## config.mk

```make
export PLATFORM = sky130hd
export DESIGN_NAME = pool_engine
export DESIGN_NICKNAME = d
export VERILOG_FILES = /design/src/rtl/pool_engine_pkg.sv /design/src/rtl/pool_line_buffer.sv /design/src/rtl/pool_engine.sv
export SDC_FILE = /design/constraint.sdc
export NUM_CORES = 2
export LEC_CHECK = 0
export CORE_MARGIN = 5
export CORE_UTILIZATION = 30
export CTS_CLUSTER_SIZE = 30
export DETAILED_ROUTE_END_ITERATION = 8
export PLACE_DENSITY_LB_ADDON = 0.3
export SLEW_MARGIN = 20
export SYNTH_ARGS = -nofsm -noshare
export SYNTH_HDL_FRONTEND = slang
export SYNTH_SLANG_ARGS = --single-unit
export TNS_END_PERCENT = 1
```

## constraint.sdc

```tcl
create_clock -name clk1 -period 84.7 [get_ports clk1]
set_input_delay 16.94 -clock clk1 [delete_from_list [all_inputs] [get_ports clk1]]
set_output_delay 16.94 -clock clk1 [all_outputs]
set_load 0.05 [all_outputs]
```

## src/rtl/pool_engine_pkg.sv

```systemverilog
// Shared types and elaboration-time helpers for the pooling engine.
package pool_engine_pkg;

  typedef enum logic [1:0] {
    IDLE,
    RUN,
    DONE
  } state_t;

  // Ceiling log2; clog2(1) = 0.
  function automatic int clog2(input int value);
    int result = 0;
    int v = value - 1;
    while (v > 0) begin
      result++;
      v = v >> 1;
    end
    return result;
  endfunction

  // Output plane edge for a square input, window and stride.
  function automatic int ofm_size(input int ifm, input int k, input int s);
    return (ifm - k) / s + 1;
  endfunction

  // Width that holds the signed sum of k*k pixels without overflow.
  function automatic int sum_width(input int dw, input int k);
    return dw + clog2(k * k);
  endfunction

  // Counter width for a range of n values, never narrower than one bit.
  function automatic int cnt_width(input int n);
    return (n > 1) ? clog2(n) : 1;
  endfunction

endpackage

```

## src/rtl/pool_line_buffer.sv

```systemverilog
// One row of pixel history: an IFM_SIZE-deep delay line that advances on
// every accepted beat, so dout is the pixel one row above the current one.
module pool_line_buffer #(
  parameter int DATA_WIDTH = 32,
  parameter int IFM_SIZE   = 27
) (
  input  logic                  clk1,
  input  logic                  shift_en,
  input  logic                  clear,
  input  logic [DATA_WIDTH-1:0] din,
  output logic [DATA_WIDTH-1:0] dout
);

  logic [DATA_WIDTH-1:0] taps [IFM_SIZE];

  // Shift the row history; a plane or frame start wipes it.
  // NOTE: storage arrays take no async reset; every frame begins with a start
  // pulse that clears them synchronously, and nothing reads them before that.
  // NOTE: non-blocking assignments here let every tap read its neighbour's
  // pre-edge value, giving a true shift instead of a ripple-through.
  always_ff @(posedge clk1) begin
    if (clear) begin
      for (int i = 0; i < IFM_SIZE; i++) taps[i] <= '0;
    end else if (shift_en) begin
      taps[0] <= din;
      for (int i = 1; i < IFM_SIZE; i++) taps[i] <= taps[i-1];
    end
  end

  assign dout = taps[IFM_SIZE-1];

endmodule

```

## src/rtl/pool_engine.sv

```systemverilog
// Streaming max/average pooling over CI square planes.
// Optional build macro POOL_ENGINE_AVG_EN adds the average datapath; without
// it avg_mode is ignored and every window reduces by signed maximum.
module pool_engine
  import pool_engine_pkg::*;
#(
  parameter int DATA_WIDTH  = 32,
  parameter int IFM_SIZE    = 27,
  parameter int KERNEL_POOL = 3,
  parameter int STRIDE_POOL = 2,
  parameter int CI          = 8
) (
  input  logic                  clk1,
  input  logic                  rst_n,
  input  logic                  start_pool,
  input  logic                  avg_mode,
  input  logic                  in_valid,
  output logic                  in_ready,
  input  logic [DATA_WIDTH-1:0] ifm,
  output logic                  out_valid,
  input  logic                  out_ready,
  output logic [DATA_WIDTH-1:0] data_output,
  output logic                  out_last,
  output logic                  end_pool,
  output logic                  busy
);

  localparam int K        = KERNEL_POOL;
  localparam int S        = STRIDE_POOL;
  localparam int OFM      = ofm_size(IFM_SIZE, K, S);
  localparam int LAST_OUT = K - 1 + (OFM - 1) * S;
  localparam int CW       = cnt_width(IFM_SIZE);
  localparam int CHW      = cnt_width(CI);

  state_t state, state_next;

  logic [CW-1:0]  col, row;
  logic [CHW-1:0] ch;
  logic col_last, row_last, ch_last, plane_last, frame_last;
  logic row_hit, col_hit, emit, emit_last;
  logic accept, out_hs, win_clear;

  logic [DATA_WIDTH-1:0]        lb_tap   [K];
  logic signed [DATA_WIDTH-1:0] win      [K][K];
  logic signed [DATA_WIDTH-1:0] win_next [K][K];
  logic signed [DATA_WIDTH-1:0] max_val;
  logic signed [DATA_WIDTH-1:0] pool_result;

  // A start pulse always wins over a beat offered in the same cycle.
  assign in_ready   = (state == RUN) && (!out_valid || out_ready);
  assign accept     = in_valid && in_ready && !start_pool;
  assign out_hs     = out_valid && out_ready;
  assign busy       = (state != IDLE);

  assign col_last   = (col == CW'(IFM_SIZE - 1));
  assign row_last   = (row == CW'(IFM_SIZE - 1));
  assign ch_last    = (ch == CHW'(CI - 1));
  assign plane_last = col_last && row_last;
  assign frame_last = plane_last && ch_last;

  // The current beat completes a window once K rows/cols are in and it sits
  // on the stride grid.
  assign row_hit    = (int'(row) >= K - 1) && (((int'(row) - (K - 1)) % S) == 0);
  assign col_hit    = (int'(col) >= K - 1) && (((int'(col) - (K - 1)) % S) == 0);
  assign emit       = row_hit && col_hit;
  assign emit_last  = ch_last && (row == CW'(LAST_OUT)) && (col == CW'(LAST_OUT));

  // History is stale at every plane boundary and on any (re)start.
  assign win_clear  = start_pool || (accept && plane_last);

  // FSM state register.
  always_ff @(posedge clk1 or negedge rst_n) begin
    if (!rst_n) state <= IDLE;
    else        state <= state_next;
  end

  // Next state and the end-of-frame pulse.
  // NOTE: every output of this block is defaulted first so no path through the
  // case statement leaves a value held, which would infer a latch.
  always_comb begin
    state_next = state;
    end_pool   = 1'b0;
    case (state)
      IDLE: if (start_pool) state_next = RUN;
      RUN: begin
        if (start_pool)                state_next = RUN;
        else if (accept && frame_last) state_next = DONE;
      end
      DONE: begin
        if ((out_hs && out_last) || !out_valid) begin
          end_pool   = 1'b1;
          state_next = IDLE;
        end
        if (start_pool) state_next = RUN;
      end
      default: state_next = IDLE;
    endcase
  end

  // Column, row and channel position of the next beat.
  always_ff @(posedge clk1 or negedge rst_n) begin
    if (!rst_n) begin
      col <= '0;
      row <= '0;
      ch  <= '0;
    end else if (start_pool) begin
      col <= '0;
      row <= '0;
      ch  <= '0;
    end else if (accept) begin
      if (col_last) begin
        col <= '0;
        if (row_last) begin
          row <= '0;
          ch  <= ch_last ? '0 : ch + 1'b1;
        end else begin
          row <= row + 1'b1;
        end
      end else begin
        col <= col + 1'b1;
      end
    end
  end

  // Line buffers: lb_tap[n] is the pixel n rows above the current beat.
  assign lb_tap[0] = ifm;
  for (genvar g = 0; g < K - 1; g++) begin : g_line
    pool_line_buffer #(
      .DATA_WIDTH(DATA_WIDTH),
      .IFM_SIZE  (IFM_SIZE)
    ) u_line (
      .clk1    (clk1),
      .shift_en(accept),
      .clear   (win_clear),
      .din     (lb_tap[g]),
      .dout    (lb_tap[g+1])
    );
  end

  // Window after this beat: older columns slide left, the new column enters
  // on the right with the oldest row at index 0.
  always_comb begin
    for (int i = 0; i < K; i++) begin
      for (int j = 0; j < K - 1; j++) win_next[i][j] = win[i][j+1];
    end
    for (int i = 0; i < K; i++) win_next[i][K-1] = lb_tap[K-1-i];
  end

  // Register window; holds the K-1 most recent columns plus one of slack.
  always_ff @(posedge clk1 or negedge rst_n) begin
    if (!rst_n) begin
      for (int i = 0; i < K; i++)
        for (int j = 0; j < K; j++) win[i][j] <= '0;
    end else if (win_clear) begin
      for (int i = 0; i < K; i++)
        for (int j = 0; j < K; j++) win[i][j] <= '0;
    end else if (accept) begin
      for (int i = 0; i < K; i++)
        for (int j = 0; j < K; j++) win[i][j] <= win_next[i][j];
    end
  end

  // Signed maximum over the completed window.
  always_comb begin
    max_val = win_next[0][0];
    for (int i = 0; i < K; i++)
      for (int j = 0; j < K; j++)
        if (win_next[i][j] > max_val) max_val = win_next[i][j];
  end

`ifdef POOL_ENGINE_AVG_EN
  localparam int SUM_W = sum_width(DATA_WIDTH, K);
  localparam logic signed [SUM_W-1:0] WIN_AREA = SUM_W'(K * K);

  logic                         avg_q;
  logic signed [SUM_W-1:0]      win_sum;
  logic signed [DATA_WIDTH-1:0] avg_val;

  // Mode is latched on the start pulse and held for the whole frame.
  always_ff @(posedge clk1 or negedge rst_n) begin
    if (!rst_n)          avg_q <= 1'b0;
    else if (start_pool) avg_q <= avg_mode;
  end

  // Widened signed sum; signed division truncates toward zero.
  always_comb begin
    win_sum = '0;
    for (int i = 0; i < K; i++)
      for (int j = 0; j < K; j++) win_sum = win_sum + SUM_W'(win_next[i][j]);
    avg_val = DATA_WIDTH'(win_sum / WIN_AREA);
  end

  assign pool_result = avg_q ? avg_val : max_val;
`else
  logic avg_mode_unused;
  assign avg_mode_unused = avg_mode;
  assign pool_result     = max_val;
`endif

  // Single-entry output register; holds steady while stalled.
  always_ff @(posedge clk1 or negedge rst_n) begin
    if (!rst_n) begin
      out_valid   <= 1'b0;
      out_last    <= 1'b0;
      data_output <= '0;
    end else if (start_pool) begin
      out_valid <= 1'b0;
      out_last  <= 1'b0;
    end else if (accept && emit) begin
      out_valid   <= 1'b1;
      out_last    <= emit_last;
      data_output <= pool_result;
    end else if (out_hs) begin
      out_valid <= 1'b0;
      out_last  <= 1'b0;
    end
  end

endmodule

```

Yosys cells after proc, flatten, opt, wreduce, memory -nomap -nowiden
Memory sizes are Yosys's and may differ from the RTL's.
Index checks and enable logic that the tools add are counted.
{"block": "word_totals", "ff_bits": 241, "ram_bits": 1728, "in_bits": 38, "output_inout_bits": 37, "elab_cells": 222, "memories": 2}
{"name": "g_line[0].u_line.taps", "depth": 27, "width": 32, "rd": 27, "rd_ports_with_merged_regs": 0, "wr": 27, "line_no": "pool_line_buffer.sv:14", "text": "logic [DATA_WIDTH-1:0] taps [IFM_SIZE];"}
{"name": "g_line[1].u_line.taps", "depth": 27, "width": 32, "rd": 27, "rd_ports_with_merged_regs": 0, "wr": 27, "line_no": "pool_line_buffer.sv:14"}
{"block": "op_classes", "n_addsub": 5, "n_lt_le_gt_ge": 10, "eq_ne": 8, "n_mux": 94, "bitwise": 57, "reduce_logical": 33}
{"cell": "32-bit 2-to-1 mux", "count": 62}
{"cell": "256-bit 2-to-1 mux", "count": 2}
{"cell": "32-bit greater-than comparator", "count": 8}
{"cell": "32-bit logical NOT", "count": 2}
{"cell": "1-bit bitwise OR", "count": 54}
{"cell": "5-bit 2-to-1 mux", "count": 7}
{"cell": "1-bit logical AND", "count": 15}
{"cell": "3-bit 2-to-1 mux", "count": 5}
{"cell": "1-bit 2-to-1 mux", "count": 12}
{"cell": "5-bit by 2-bit subtractor with 6-bit output, second input constant", "count": 2}
{"cell": "5-bit by 1-bit adder with 5-bit output, second input constant", "count": 2}
{"cell": "5-bit equality test, second input constant", "count": 2}
{"cell": "5-bit by 2-bit >= comparator with 1-bit output, second input constant", "count": 2}
{"cell": "2-bit 2-to-1 mux", "count": 5}
{"cell": "2-bit nonzero test", "count": 5}
{"cell": "2-bit case mux with 3 select lines", "count": 1}
{"cell": "3-bit AND reduction", "count": 2}
{"cell": "2-bit AND reduction", "count": 2}
{"cell": "3-bit by 1-bit adder with 3-bit output, second input constant", "count": 1}
{"cell": "3-bit equality test, second input constant", "count": 1}
{"cell": "1-bit logical OR", "count": 3}
{"cell": "3-bit by 2-bit != test with 1-bit output, second input constant", "count": 1}
{"cell": "3-bit != test, second input constant", "count": 1}
{"cell": "3-bit nonzero test", "count": 1}
{"cell": "other kinds (7)", "count": 9}

Longest topological paths before layout
{"block": "depth", "ltp_word": 16, "mapped_depth": 130, "depth_no_buf": 123}

By module
Synthesis repeated with hierarchy kept, for this count alone.
{"block": "hier_totals", "cells_unflattened": 5800, "area_unflattened_um2": 86266.5}
{"mod": "pool_line_buffer", "instances": 2, "cells_each": 1921, "area_per_inst_um2": 34087.7, "seq_area_each_um2": 25944.9}
{"mod": "pool_engine", "instances": 1, "cells_each": 1958, "area_per_inst_um2": 18091.1, "seq_area_each_um2": 6030.8}

Worst setup path after synthesis
OpenSTA, ideal clock, no wires.
{"block": "synth_path", "path_type": "input -> register", "start": "input out_ready", "end": "register, netlist name win[246]", "setup_time_ns": 2.117, "arrival_time_ns": 65.986, "required_ns": 82.583, "path_slack_ns": 16.597, "path_stages": 9, "n_path_buf": 3, "cell_sequence": "nand2b_1 and3b_1 and2_1 clkbuf_1 nor2_1 inv_1 clkbuf_1 clkbuf_1 o21ai_0"}
{"block": "synth_between", "elab_chain_cells": 7, "word_cells_on_any_way": 8, "cone_classes": "1 x mux; 7 x reduce/logical"}
{"item": "start, declared", "line_no": "pool_engine.sv:21", "text": "input logic out_ready,"}
{"item": "1-bit logical OR (*)", "line_no": "pool_engine.sv:50", "text": "assign in_ready = (state == RUN) && (!out_valid || out_ready);"}
{"item": "1-bit logical AND (*)", "line_no": "pool_engine.sv:50"}
{"item": "net in_ready", "line_no": "pool_engine.sv:18", "text": "output logic in_ready,"}
{"item": "1-bit logical AND (*) (2 in series)", "line_no": "pool_engine.sv:51", "text": "assign accept = in_valid && in_ready && !start_pool;"}
{"item": "1-bit logical AND", "line_no": "pool_engine.sv:69", "text": "assign win_clear = start_pool || (accept && plane_last);"}
{"item": "1-bit logical OR", "line_no": "pool_engine.sv:69"}
{"item": "256-bit 2-to-1 mux or 2-bit nonzero test (tied branches)"}
The timed path passes the listed nets; every way through them passes the cells marked *.
A chain may end at the register's enable or synchronous reset.

Worst setup path in the final report
{"block": "layout_path", "start": "input out_ready", "end": "output in_ready"}
{"block": "layout_between", "elab_chain_cells": 2}
{"item": "1-bit logical OR", "line_no": "pool_engine.sv:50"}
{"item": "1-bit logical AND", "line_no": "pool_engine.sv:50"}
{"item": "end, declared", "line_no": "pool_engine.sv:18"}
Every way passes these cells.

==> results.rst <==
.. list-table::
   :header-rows: 1

   * - Metric
     - Value
   * - Outcome
     - completed
   * - Post-route fraction of the period consumed by the critical path
     - 41.9%
   * - Total vias in the final route
     - approximately 42000
   * - WS Path Type
     - in -> out
   * - Number of pins with negative max-slew slack in the final report
     - 0
   * - Area growth syn-to-layout
     - 14.2%
   * - Detailed-placement wirelength estimate
     - 77200 um
   * - # DRC
     - 0
   * - Global-route wire length before repair
     - roughly 230000 um
   * - Cells on worst reg2reg path
     - about 130
   * - Number of buffers added on ports
     - 73
   * - Critical path endpoint
     - in_ready
   * - Worst hold slack
     - about 490 ps
   * - RSZ-0062 raised after global routing
     - no
   * - Floorplan die width
     - ~530 um
   * - Sequential cell area fraction in the yosys report
     - 70.9%
   * - DR pass1 iterations
     - 7
   * - Clock Tree Buf Depth
     - 3
   * - Die height
     - 532 um
   * - Synthesized net count
     - 5999
   * - Global-route usage over all layers
     - 9.64%
   * - Terminus of the critical flop-to-flop path
     - data_output[1]$_DFFE_PN0P_
   * - Clock input transition at the sequential cells of the worst setup and hold paths
     - 60 ps
   * - Total of flip-flops plus latches after synthesis
     - 1969
   * - Critical path buffers and inverters
     - 2
   * - Number of core rows
     - 191
   * - Number of levels in the clock H-tree
     - 4
   * - Delay contributed by the slowest stage of the critical path
     - ~820 ps
   * - Maximum number of pins on one net before global-route repair
     - 262
   * - Flop-to-flop setup slack
     - 54900 ps
   * - Maximum frequency from static timing analysis
     - between 20 and 30 MHz
   * - Number of hold violations in the final report
     - 0
   * - Clock insertion delay at the later pin of the skew report
     - roughly 840 ps
   * - Critical path required time
     - 67760 ps
   * - Total CTS buffers
     - 204
   * - Cell chosen for the clock root
     - sky130_fd_sc_hd__clkbuf_16
   * - Start of the worst register-to-register path
     - win[223]$_DFFE_PN0P_
   * - Final ANT Viol Nets
     - 0
   * - Pin slew with the least headroom to its limit
     - 1090 ps
   * - Library cell with the highest instance count after synthesis
     - sky130_fd_sc_hd__and2_1
   * - DRC marker count from the first detailed-route iteration
     - 3137
   * - Average vias per placed instance
     - approximately 4.4
   * - Aggregate global routing overflow
     - 0
   * - Post-Route WL
     - 139000 um
   * - Via count of the first global-routing pass
     - 41400
   * - Largest cells by area after synthesis
     - sky130_fd_sc_hd__edfxtp_1 63%, sky130_fd_sc_hd__and2_1 13%, sky130_fd_sc_hd__dfrtp_1 7.4%, sky130_fd_sc_hd__ha_1 3.8%, sky130_fd_sc_hd__clkbuf_1 1.2%
   * - Crit. path cell count
     - 4
   * - Power density of the placed cells
     - 29.9 nW/um^2
   * - Area fraction of the dominant cell type after synthesis
     - a little under two thirds
   * - TritonCTS clock tree
     - yes
   * - # Post-CTS Setup Buffers
     - 0
   * - Library cell with the largest summed area after synthesis
     - sky130_fd_sc_hd__edfxtp_1
   * - Average routed wire per standard cell
     - between 10 and 15 um
   * - Master of the slowest instance on the critical path
     - sky130_fd_sc_hd__clkdlybuf4s50_1
   * - Max-Slew Margin vs Limit
     - 26.6%
   * - Nets
     - 6051
   * - Leak Pwr
     - ~37 nW
   * - Fraction of registers with async set/reset
     - 12.2%
   * - Yosys synthesis warning count
     - 0
   * - Cell type group with the largest total delay on the critical path
     - buffers and inverters
   * - TritonCTS Sinks
     - 1969
   * - Post-Syn Area per Cell
     - 14.3 um^2
   * - Placeable core region
     - around 270000 um^2
   * - Number of antenna violations at the first check in global routing
     - 2
   * - Synth Cell Area
     - 81700 um^2
   * - Yosys cell types
     - 77
   * - Maximum VDD drop
     - 0.0471 mV
   * - Peak fanout along the critical path
     - 3
   * - Hold-fix buffers, CTS
     - 0
   * - Top Ports
     - 75
   * - Resized cells post-CTS
     - 0
   * - Final weighted congestion of routability-driven global placement
     - 0.791
   * - Number of endpoints failing setup at the final stage
     - 0
   * - Die area
     - 283000 um^2
   * - Cells after Synth
     - 5711
   * - List of most frequent post-synthesis cells
     - 1730 x sky130_fd_sc_hd__and2_1, 1728 x sky130_fd_sc_hd__edfxtp_1, 262 x sky130_fd_sc_hd__clkbuf_1
   * - Main synth FF type
     - sky130_fd_sc_hd__edfxtp_1
   * - TNS Setup
     - 0 ps
   * - Launch point of the critical path
     - out_ready
   * - Critical Path End Type
     - output pin
   * - Data arrival time of the worst path
     - approximately 19000 ps
   * - Kind of launch point of the worst setup path
     - input port
   * - Largest clock skew in the final design
     - 44.4 ps
   * - Reported max-cap violation count
     - 0
   * - Post-route minimum period
     - about 36000 ps
   * - Critical Path Most Common Cell
     - sky130_fd_sc_hd__clkdlybuf4s50_1
   * - Number of synthesized flops with an enable pin
     - 1728
   * - Fraction of final layout cells sized beyond drive strength 1
     - 7.56%
   * - Initial cell density of the core
     - 30.2%
   * - Worst hold-check path type
     - reg -> reg
   * - Hold path start
     - ch[1]$_DFFE_PN0P_
   * - CP cell instances
     - clkdlybuf4s50_1 -> nand2b_1 -> and3b_1 -> clkdlybuf4s50_1
cell usage in the layout, fill, tap and decap left out, drive strengths merged, types with 5 or more instances in the layout:
cell type | netlist | routed
nor4 | 10 | 10
clkinv | 0 | 86
mux2 | 63 | 63
or4 | 8 | 8
o31ai | 5 | 5
nor3 | 18 | 18
buf | 19 | 55
or3 | 9 | 9
a21oi | 172 | 172
a22o | 92 | 92
xnor2 | 8 | 8
dfrtp | 241 | 241
edfxtp | 1728 | 1728
o21ai | 124 | 124
a211o | 6 | 6
nand2b | 30 | 30
a21o | 116 | 116
nand4 | 48 | 48
a211oi | 14 | 14
mux2i | 34 | 34
inv | 210 | 216
and3 | 6 | 6
bufinv | 0 | 26
nor2b | 33 | 33
xor2 | 8 | 8
nand2 | 156 | 156
a221o | 6 | 6
o211ai | 38 | 38
ha | 250 | 250
a2111oi | 7 | 7
or2 | 7 | 7
clkbuf | 262 | 251
nor2 | 146 | 146
clkdlybuf4s50 | 0 | 72
and2 | 1731 | 1731
nand3 | 51 | 51
clkinvlp | 0 | 10
and4 | 8 | 8
worst min path at each step:
stage,cells after the start,slack (ps),to
2_1_floorplan,1,450,state[0]$_DFFE_PN0P_
3_3_place_gp,1,470,state[0]$_DFFE_PN0P_
3_5_place_dp,1,480,state[0]$_DFFE_PN0P_
4_1_cts,1,490,g_line[1].u_line.taps[1][224]$_SDFFCE_PP0P_
5_1_grt,1,510,g_line[1].u_line.taps[1][224]$_SDFFCE_PP0P_
6_report,2,490,ch[1]$_DFFE_PN0P_
per-layer routing:
layer / share of wire (%) / up-vias / global-route usage [%]
li1: - / 20300 / -
met1: 50 / 20700 / 14.0
met2: 44 / 592 / 14.5
met3: 3.9 / 215 / 1.91
met4: 2.2 / 0 / 2.92
met5: 0 / - / 0
cell families after synthesis:
group	Yosys count	synth area share (%)
DFF	1969	70.9
AOI/OAI and AO/OA	617	5.09
and+or+nand+nor	2267	16.4
buffers and inverters	491	2.28
xor gates and xnor gates	16	0.171
muxes	97	1.29
adders and majority gates	254	3.88
state kept, by name, summed over array words and instances, names as in the netlist:
signal              count
ch                      3
col                     5
data_output            32
g_line.u_line.taps   1728
out_last                1
out_valid               1
row                     5
state                   2
win                   192
power by group:
| group | switching [mW] | internal, mW | total [mW] | leakage [nW] |
|---|---|---|---|---|
| Combinational | 0.451 | 0.277 | 0.728 | 11.5 |
| Clock | 0.379 | 0.531 | 0.910 | 3.32 |
| Sequential | 0.0228 | 1.13 | 1.15 | 22.4 |
metrics by stage:
| step | power (mW) | instances | cell area, um^2 | util (%) | worst slack [ps] |
|---|---|---|---|---|---|
| floorplan | 1.77 | 5711 | 81700 | - | 16600 |
| global placement | 1.89 | 9122 | 86300 | 31.9 | 49200 |
| detailed placement | 1.90 | 9123 | 86400 | 31.9 | 49190 |
| CTS | 2.83 | 9502 | 93200 | 34.4 | 49190 |
| global route | 2.96 | 9507 | 93300 | 34.4 | 49100 |
| finish | 2.79 | 9507 | 93300 | 34.4 | 49180 |
area by class of cell:
type	instances	area, um^2
Clock inverter	128	1500
Clock buffer	251	5350
Multi-Input combinational cell	3251	22000
Sequential cell	1969	57900
Tap cell	3570	4470
Inverter	210	796
Fill cell	26300	178000
Antenna cell	1	2.50
Timing Repair Buffer	127	1330
worst register-to-register path, delay by kind of cell (launching register included):
| family | cells | cell delay (ps) |
|---|---|---|
| flip-flops | 1 | 410 |
| AO/OA/AOI/OAI | 68 | 15160 |
| multiplexers | 4 | 1870 |
| adder cells (fa/ha/maj) | 8 | 2580 |
| XOR/XNOR | 1 | 330 |
| AND/OR/NAND/NOR | 31 | 5710 |
| buffers and inverters | 15 | 3630 |
Note: power is estimated with default switching activity, not from simulation.
